## config.mk

```make
export PLATFORM = sky130hd
export DESIGN_NAME = mem_store_buffer_flat
export DESIGN_NICKNAME = d
export VERILOG_FILES = /design/src/rtl/mem_store_buffer_if.sv /design/src/rtl/mem_store_buffer.sv /design/src/flat_wrapper.sv
export SDC_FILE = /design/constraint.sdc
export NUM_CORES = 1
export LEC_CHECK = 0
export ABC_AREA = 1
export CORE_ASPECT_RATIO = 1.25
export CORE_MARGIN = 2
export CORE_UTILIZATION = 38
export CTS_BUF_LIST = sky130_fd_sc_hd__clkbuf_2 sky130_fd_sc_hd__clkbuf_4 sky130_fd_sc_hd__clkbuf_8
export CTS_CLUSTER_DIAMETER = 30
export DETAILED_ROUTE_END_ITERATION = 8
export PLACE_DENSITY = 0.63
export SLEW_MARGIN = 20
export SYNTH_ARGS = -nofsm -noshare
export SYNTH_HDL_FRONTEND = slang
export SYNTH_SLANG_ARGS = --single-unit
```

## constraint.sdc

```tcl
create_clock -name clk -period 4.87 [get_ports clk]
set_input_delay 0.487 -clock clk [delete_from_list [all_inputs] [get_ports clk]]
set_output_delay 0.487 -clock clk [all_outputs]
set_load 0.005 [all_outputs]
```

## src/rtl/mem_store_buffer_if.sv

```systemverilog
// Store-buffer bus bundle.
// Groups the CPU memory-stage signals and the data-memory handshake that
// connect to mem_store_buffer.
//   CPU side : MemWriteM, DataAdrM, WriteDataM, MemReadM  (to buffer)
//              StallM, FwdHitM, FwdDataM                  (from buffer)
//   Mem side : mem_req, mem_addr, mem_wdata               (from buffer)
//              mem_ack                                    (to buffer)
// Modports:
//   slave  - the buffer's view
//   master - the environment's view (CPU pipeline + data memory)
interface mem_store_buffer_if #(
  parameter int AW = 32,
  parameter int DW = 32
);
  logic          MemWriteM;
  logic [AW-1:0] DataAdrM;
  logic [DW-1:0] WriteDataM;
  logic          MemReadM;
  logic          StallM;
  logic          FwdHitM;
  logic [DW-1:0] FwdDataM;
  logic          mem_req;
  logic [AW-1:0] mem_addr;
  logic [DW-1:0] mem_wdata;
  logic          mem_ack;

  modport slave (
    input  MemWriteM, DataAdrM, WriteDataM, MemReadM, mem_ack,
    output StallM, FwdHitM, FwdDataM, mem_req, mem_addr, mem_wdata
  );

  modport master (
    output MemWriteM, DataAdrM, WriteDataM, MemReadM, mem_ack,
    input  StallM, FwdHitM, FwdDataM, mem_req, mem_addr, mem_wdata
  );
endinterface

```

## src/rtl/mem_store_buffer.sv

```systemverilog
// In-order store buffer between the CPU memory stage and data memory.
// Accepted stores are queued in a circular FIFO and drained to memory one
// at a time through a req/ack handshake. Loads look up the buffered stores
// by word address and receive the youngest matching data.
// Ports:
//   clk    - clock, all state updates on the rising edge
//   reset  - synchronous active-high reset (clears pointers and count)
//   bus    - mem_store_buffer_if.slave (CPU store/load + memory handshake)
//   count  - number of valid entries
//   empty  - high when count is zero
module mem_store_buffer #(
  parameter int DEPTH = 4,
  parameter int AW    = 32,
  parameter int DW    = 32
) (
  input  logic                     clk,
  input  logic                     reset,
  mem_store_buffer_if.slave        bus,
  output logic [$clog2(DEPTH):0]   count,
  output logic                     empty
);
  localparam int PW = $clog2(DEPTH);
  localparam int CW = PW + 1;

  // Entry storage carries no reset; validity comes from rp/count alone.
  logic [AW-1:0] addr_q [DEPTH];
  logic [DW-1:0] data_q [DEPTH];

  logic [PW-1:0] wp_q, wp_d;
  logic [PW-1:0] rp_q, rp_d;
  logic [CW-1:0] count_q, count_d;

  logic full;
  logic push;
  logic pop;

  // Full is taken from the registered count only: a pop in the same cycle
  // does not free a slot until the next cycle.
  assign full = (count_q == CW'(DEPTH));
  assign push = bus.MemWriteM && !full;
  assign pop  = (count_q != '0) && bus.mem_ack;

  always_comb begin
    wp_d    = wp_q;
    rp_d    = rp_q;
    count_d = count_q;
    if (push) wp_d = wp_q + PW'(1);
    if (pop)  rp_d = rp_q + PW'(1);
    case ({push, pop})
      2'b10:   count_d = count_q + CW'(1);
      2'b01:   count_d = count_q - CW'(1);
      default: count_d = count_q;
    endcase
  end

  always_ff @(posedge clk) begin
    if (reset) begin
      wp_q    <= '0;
      rp_q    <= '0;
      count_q <= '0;
    end else begin
      wp_q    <= wp_d;
      rp_q    <= rp_d;
      count_q <= count_d;
    end
  end

  always_ff @(posedge clk) begin
    if (push) begin
      addr_q[wp_q] <= bus.DataAdrM;
      data_q[wp_q] <= bus.WriteDataM;
    end
  end

  // Forwarding: walk entries from oldest (rp) to youngest so that the last
  // match wins. Only registered entries are searched, so a store being
  // pushed this cycle is invisible while one being popped still counts.
  logic          fwd_hit;
  logic [DW-1:0] fwd_data;
  logic [PW-1:0] idx;

  always_comb begin
    fwd_hit  = 1'b0;
    fwd_data = '0;
    idx      = '0;
    if (bus.MemReadM) begin
      for (int k = 0; k < DEPTH; k++) begin
        idx = rp_q + PW'(k);
        if ((CW'(k) < count_q) &&
            (addr_q[idx][AW-1:2] == bus.DataAdrM[AW-1:2])) begin
          fwd_hit  = 1'b1;
          fwd_data = data_q[idx];
        end
      end
    end
  end

  assign bus.StallM    = bus.MemWriteM && full;
  assign bus.FwdHitM   = fwd_hit;
  assign bus.FwdDataM  = fwd_data;
  assign bus.mem_req   = (count_q != '0);
  assign bus.mem_addr  = addr_q[rp_q];
  assign bus.mem_wdata = data_q[rp_q];

  assign count = count_q;
  assign empty = (count_q == '0);
endmodule

```

## src/flat_wrapper.sv

```systemverilog
// flat-port wrapper written by rule: the top's interface ports become plain ports
module mem_store_buffer_flat 
#(
  parameter int DEPTH = 4,
  parameter int AW    = 32,
  parameter int DW    = 32
)
  (clk, reset, count, empty, bus_MemWriteM, bus_DataAdrM, bus_WriteDataM, bus_MemReadM, bus_mem_ack, bus_StallM, bus_FwdHitM, bus_FwdDataM, bus_mem_req, bus_mem_addr, bus_mem_wdata);
  mem_store_buffer_if #(.AW(AW), .DW(DW)) bus_i ();
  input  logic clk;
  input  logic reset;
  output logic [$clog2(DEPTH):0] count;
  output logic empty;
  input wire logic [$bits(bus_i.MemWriteM)-1:0] bus_MemWriteM;
  input wire logic [$bits(bus_i.DataAdrM)-1:0] bus_DataAdrM;
  input wire logic [$bits(bus_i.WriteDataM)-1:0] bus_WriteDataM;
  input wire logic [$bits(bus_i.MemReadM)-1:0] bus_MemReadM;
  input wire logic [$bits(bus_i.mem_ack)-1:0] bus_mem_ack;
  output wire logic [$bits(bus_i.StallM)-1:0] bus_StallM;
  output wire logic [$bits(bus_i.FwdHitM)-1:0] bus_FwdHitM;
  output wire logic [$bits(bus_i.FwdDataM)-1:0] bus_FwdDataM;
  output wire logic [$bits(bus_i.mem_req)-1:0] bus_mem_req;
  output wire logic [$bits(bus_i.mem_addr)-1:0] bus_mem_addr;
  output wire logic [$bits(bus_i.mem_wdata)-1:0] bus_mem_wdata;
  assign bus_i.MemWriteM = bus_MemWriteM;
  assign bus_i.DataAdrM = bus_DataAdrM;
  assign bus_i.WriteDataM = bus_WriteDataM;
  assign bus_i.MemReadM = bus_MemReadM;
  assign bus_i.mem_ack = bus_mem_ack;
  assign bus_StallM = bus_i.StallM;
  assign bus_FwdHitM = bus_i.FwdHitM;
  assign bus_FwdDataM = bus_i.FwdDataM;
  assign bus_mem_req = bus_i.mem_req;
  assign bus_mem_addr = bus_i.mem_addr;
  assign bus_mem_wdata = bus_i.mem_wdata;
  mem_store_buffer #(.DEPTH(DEPTH), .AW(AW), .DW(DW)) u_core (.clk(clk), .reset(reset), .bus(bus_i), .count(count), .empty(empty));
endmodule
```

==> metrics <==
run status=finished, final reports clean; aggregate global-route resource usage=between 20% and 30%; Die Y=~250 um; Clock transition at path regs=60 ps; initial DRC count=about 1800; largest net degree at the start of global routing=between 80 and 90; Worst slew margin=43.4%; RSZ-0062 raised after global routing=false; Cell Area, Placed=between 20000 and 25000 um2; worst min-delay path class=input port to flop; Max VDD drop=around 0.26 mV; Max Slew Vio Count=0; Seq/Total Area, Yosys=43.4%; vias=about 19000; final worst setup slack=116 ps; nets=roughly 2800; Post-Syn Area=about 18000 um2; antenna-violating nets left=0; # IOs=roughly 170; num rows=around 90; initial antenna violation count=1; gp weighted congestion=0.952; distinct cell type count of the synthesized netlist=32; CP required=between 4000 and 5000 ps; LEAKAGE=about 9.6 nW; commonest non-fill, non-tap cell in the layout=nand2_1; share of post-route cells with drive strength above 1=6.62%; later-pin clock latency in the skew report=670 ps; Final Hold Viols=0; critical path arrival=between 4000 and 5000 ps; Syn Area/Cell=between 7 and 8 um2; most frequent cells in the layout=nand2_1, o21ai_0, edfxtp_1; die area=49500 um2; Final period util=between 90% and 100%; minimum clock period=4750 ps; total CTS buffers=61; measured slew at the worst slew-check pin=around 850 ps; Seq cells post-synth=roughly 270; vias in the first global route=~18000; WHS=~450 ps; Post-Syn Instances=2565; initial core utilization=between 30% and 40%; Post-CTS Setup Bufs=0; Fmax=roughly 0.21 GHz; crit-path max FO=32; Detailed Place HPWL=42.7 mm; area delta synth->final=21.3%; Synth warnings=0; drt via density=about 5.5; syn nets=about 2600; startpoint types=flop; TritonCTS clock tree=done; Setup TNS=0 ps; CTS max path bufs=3; Crit Path Category=flop to output pin; Antenna diodes=0; Wirelength per Cell=between 15 and 20 um; drt first pass iters=6; top-area cell type share of the netlist area=about 42%; DRC=0; max_cap viols=0; CORE AREA=between 40000 and 50000 um2; DP Worst Slack=between 600 and 700 ps; GRT overflow=0; fin area=between 20000 and 25000 um2; Crit. End Element=output pin; routed wire length=slightly below 70 mm; leading area contributor after synthesis=edfxtp_1; Chip Width=between 150 and 200 um; PD cells=around 520 nW/um2; H-Tree Depth=2; global-route wire length before repair=101 mm; Setup violations, final=0; main area contributors after synthesis=edfxtp_1, nand2_1, o21ai_0, nand3_1, inv_1; clk_skew=17.1 ps; PortBufs=roughly 170; Root Driver=clkbuf_8; TritonCTS Sinks=roughly 270; fill cell count=4668
-- layout make-up --
type	instances	area, um2	share of cell area, %
multi-input cells	1921	8700	39.6
clock buffers	74	950	4.32
flip-flops and latches	265	7880	35.9
well taps	637	797	3.63
repair buffers	219	2270	10.3
clock inverters	39	470	2.14
inverters	232	896	4.08
repair inverters	1	8.76	0.0399
-- synth_stat cells (all sizes together) --
master  count
a21boi      2
a21o        1
a21oi     159
a221oi     32
a22oi      10
and2        1
buf        98
clkbuf     49
dfxtp       9
edfxtp    256
ha          9
inv       232
nand2    1040
nand3     175
nand3b     33
nand4       5
nor2      131
nor3        1
o211ai      3
o21ai     268
o22ai      35
xor2       16
-- routing by layer --
layer | routed length (um) | global-route usage [%] | vias up
li1 | - | - | 8776
met5 | 13 | 0 | -
met4 | 3120 | 12.9 | 2
met1 | 26300 | 32.8 | 8575
met2 | 31700 | 45.2 | 1077
met3 | 6390 | 5.39 | 226
-- stage by stage --
step / total power, mW / utilization (%) / std cells
2_1_floorplan: 6.23 / - / 2565
3_3_place_gp: 8.25 / 43.4 / 3273
3_5_place_dp: 8.31 / 43.4 / 3273
4_1_cts: 11.3 / 46.5 / 3386
5_1_grt: 12.1 / 46.7 / 3388
6_report: 11.4 / 46.7 / 3388
-- cell families (layout without fill, tap and decap cells) --
group	Yosys count	after routing	share of synthesized area, %
compound gates	510	510	15.2
buf+inv	379	565	8.88
flops	265	265	43.4
xor+xnor	16	16	0.773
simple gates	1386	1386	31.1
fa+ha+maj	9	9	0.621
-- timing repair --
action,CTS,global route
endpoints found under the setup margin,24,32
gates cloned,0,2
resized for setup,3,17
hold buffers,0,0
endpoints found under the hold margin,0,0
-- critical path: stages (launching register included) --
cell and delay (ps):
dfxtp_4 480, inv_6 140, nand2_4 210, nand2_8 170, buf_12 210, nand2_1 90
nand2_1 50, nand2_1 130, nand4_1 110, nor2_1 260, nand2_1 140, nor2_4 170
buf_4 290, nand3b_1 110, nand2_1 80, nand2_1 50, a21oi_1 310, clkdlybuf4s50_1 570
-- power by group --
part           leakage, nW  switching (mW)  internal (mW)  total (mW)
clock network        0.723            1.13           1.83        2.96
logic                 6.41            3.62           1.92        5.54
registers             2.43           0.159           2.72        2.88
-- flip-flops by register name, indices dropped and copies added, names as in the netlist, named ones only --
| signal | flops |
|---|---|
| u_core.addr_q | 128 |
| u_core.count | 3 |
| u_core.data_q | 128 |
| u_core.rp_q | 2 |
| u_core.wp_q | 2 |
-- final timing paths --
| kind | startpoint | end | depth (start not counted) | slack (ps) |
|---|---|---|---|---|
| max | u_core.rp_q[0]$_SDFFE_PP0P_ | bus_FwdDataM[26] | 17 | 120 |
| min | bus_WriteDataM[0] | u_core.data_q[2][0]$_DFFE_PP_ | 1 | 450 |
| max reg2reg | u_core.count[0]$_SDFFE_PP0P_ | u_core.data_q[2][19]$_DFFE_PP_ | 6 | 2260 |
| min reg2reg | u_core.wp_q[1]$_SDFFE_PP0P_ | u_core.wp_q[1]$_SDFFE_PP0P_ | 2 | 540 |
No activity file was read; power rests on OpenSTA's default activity.
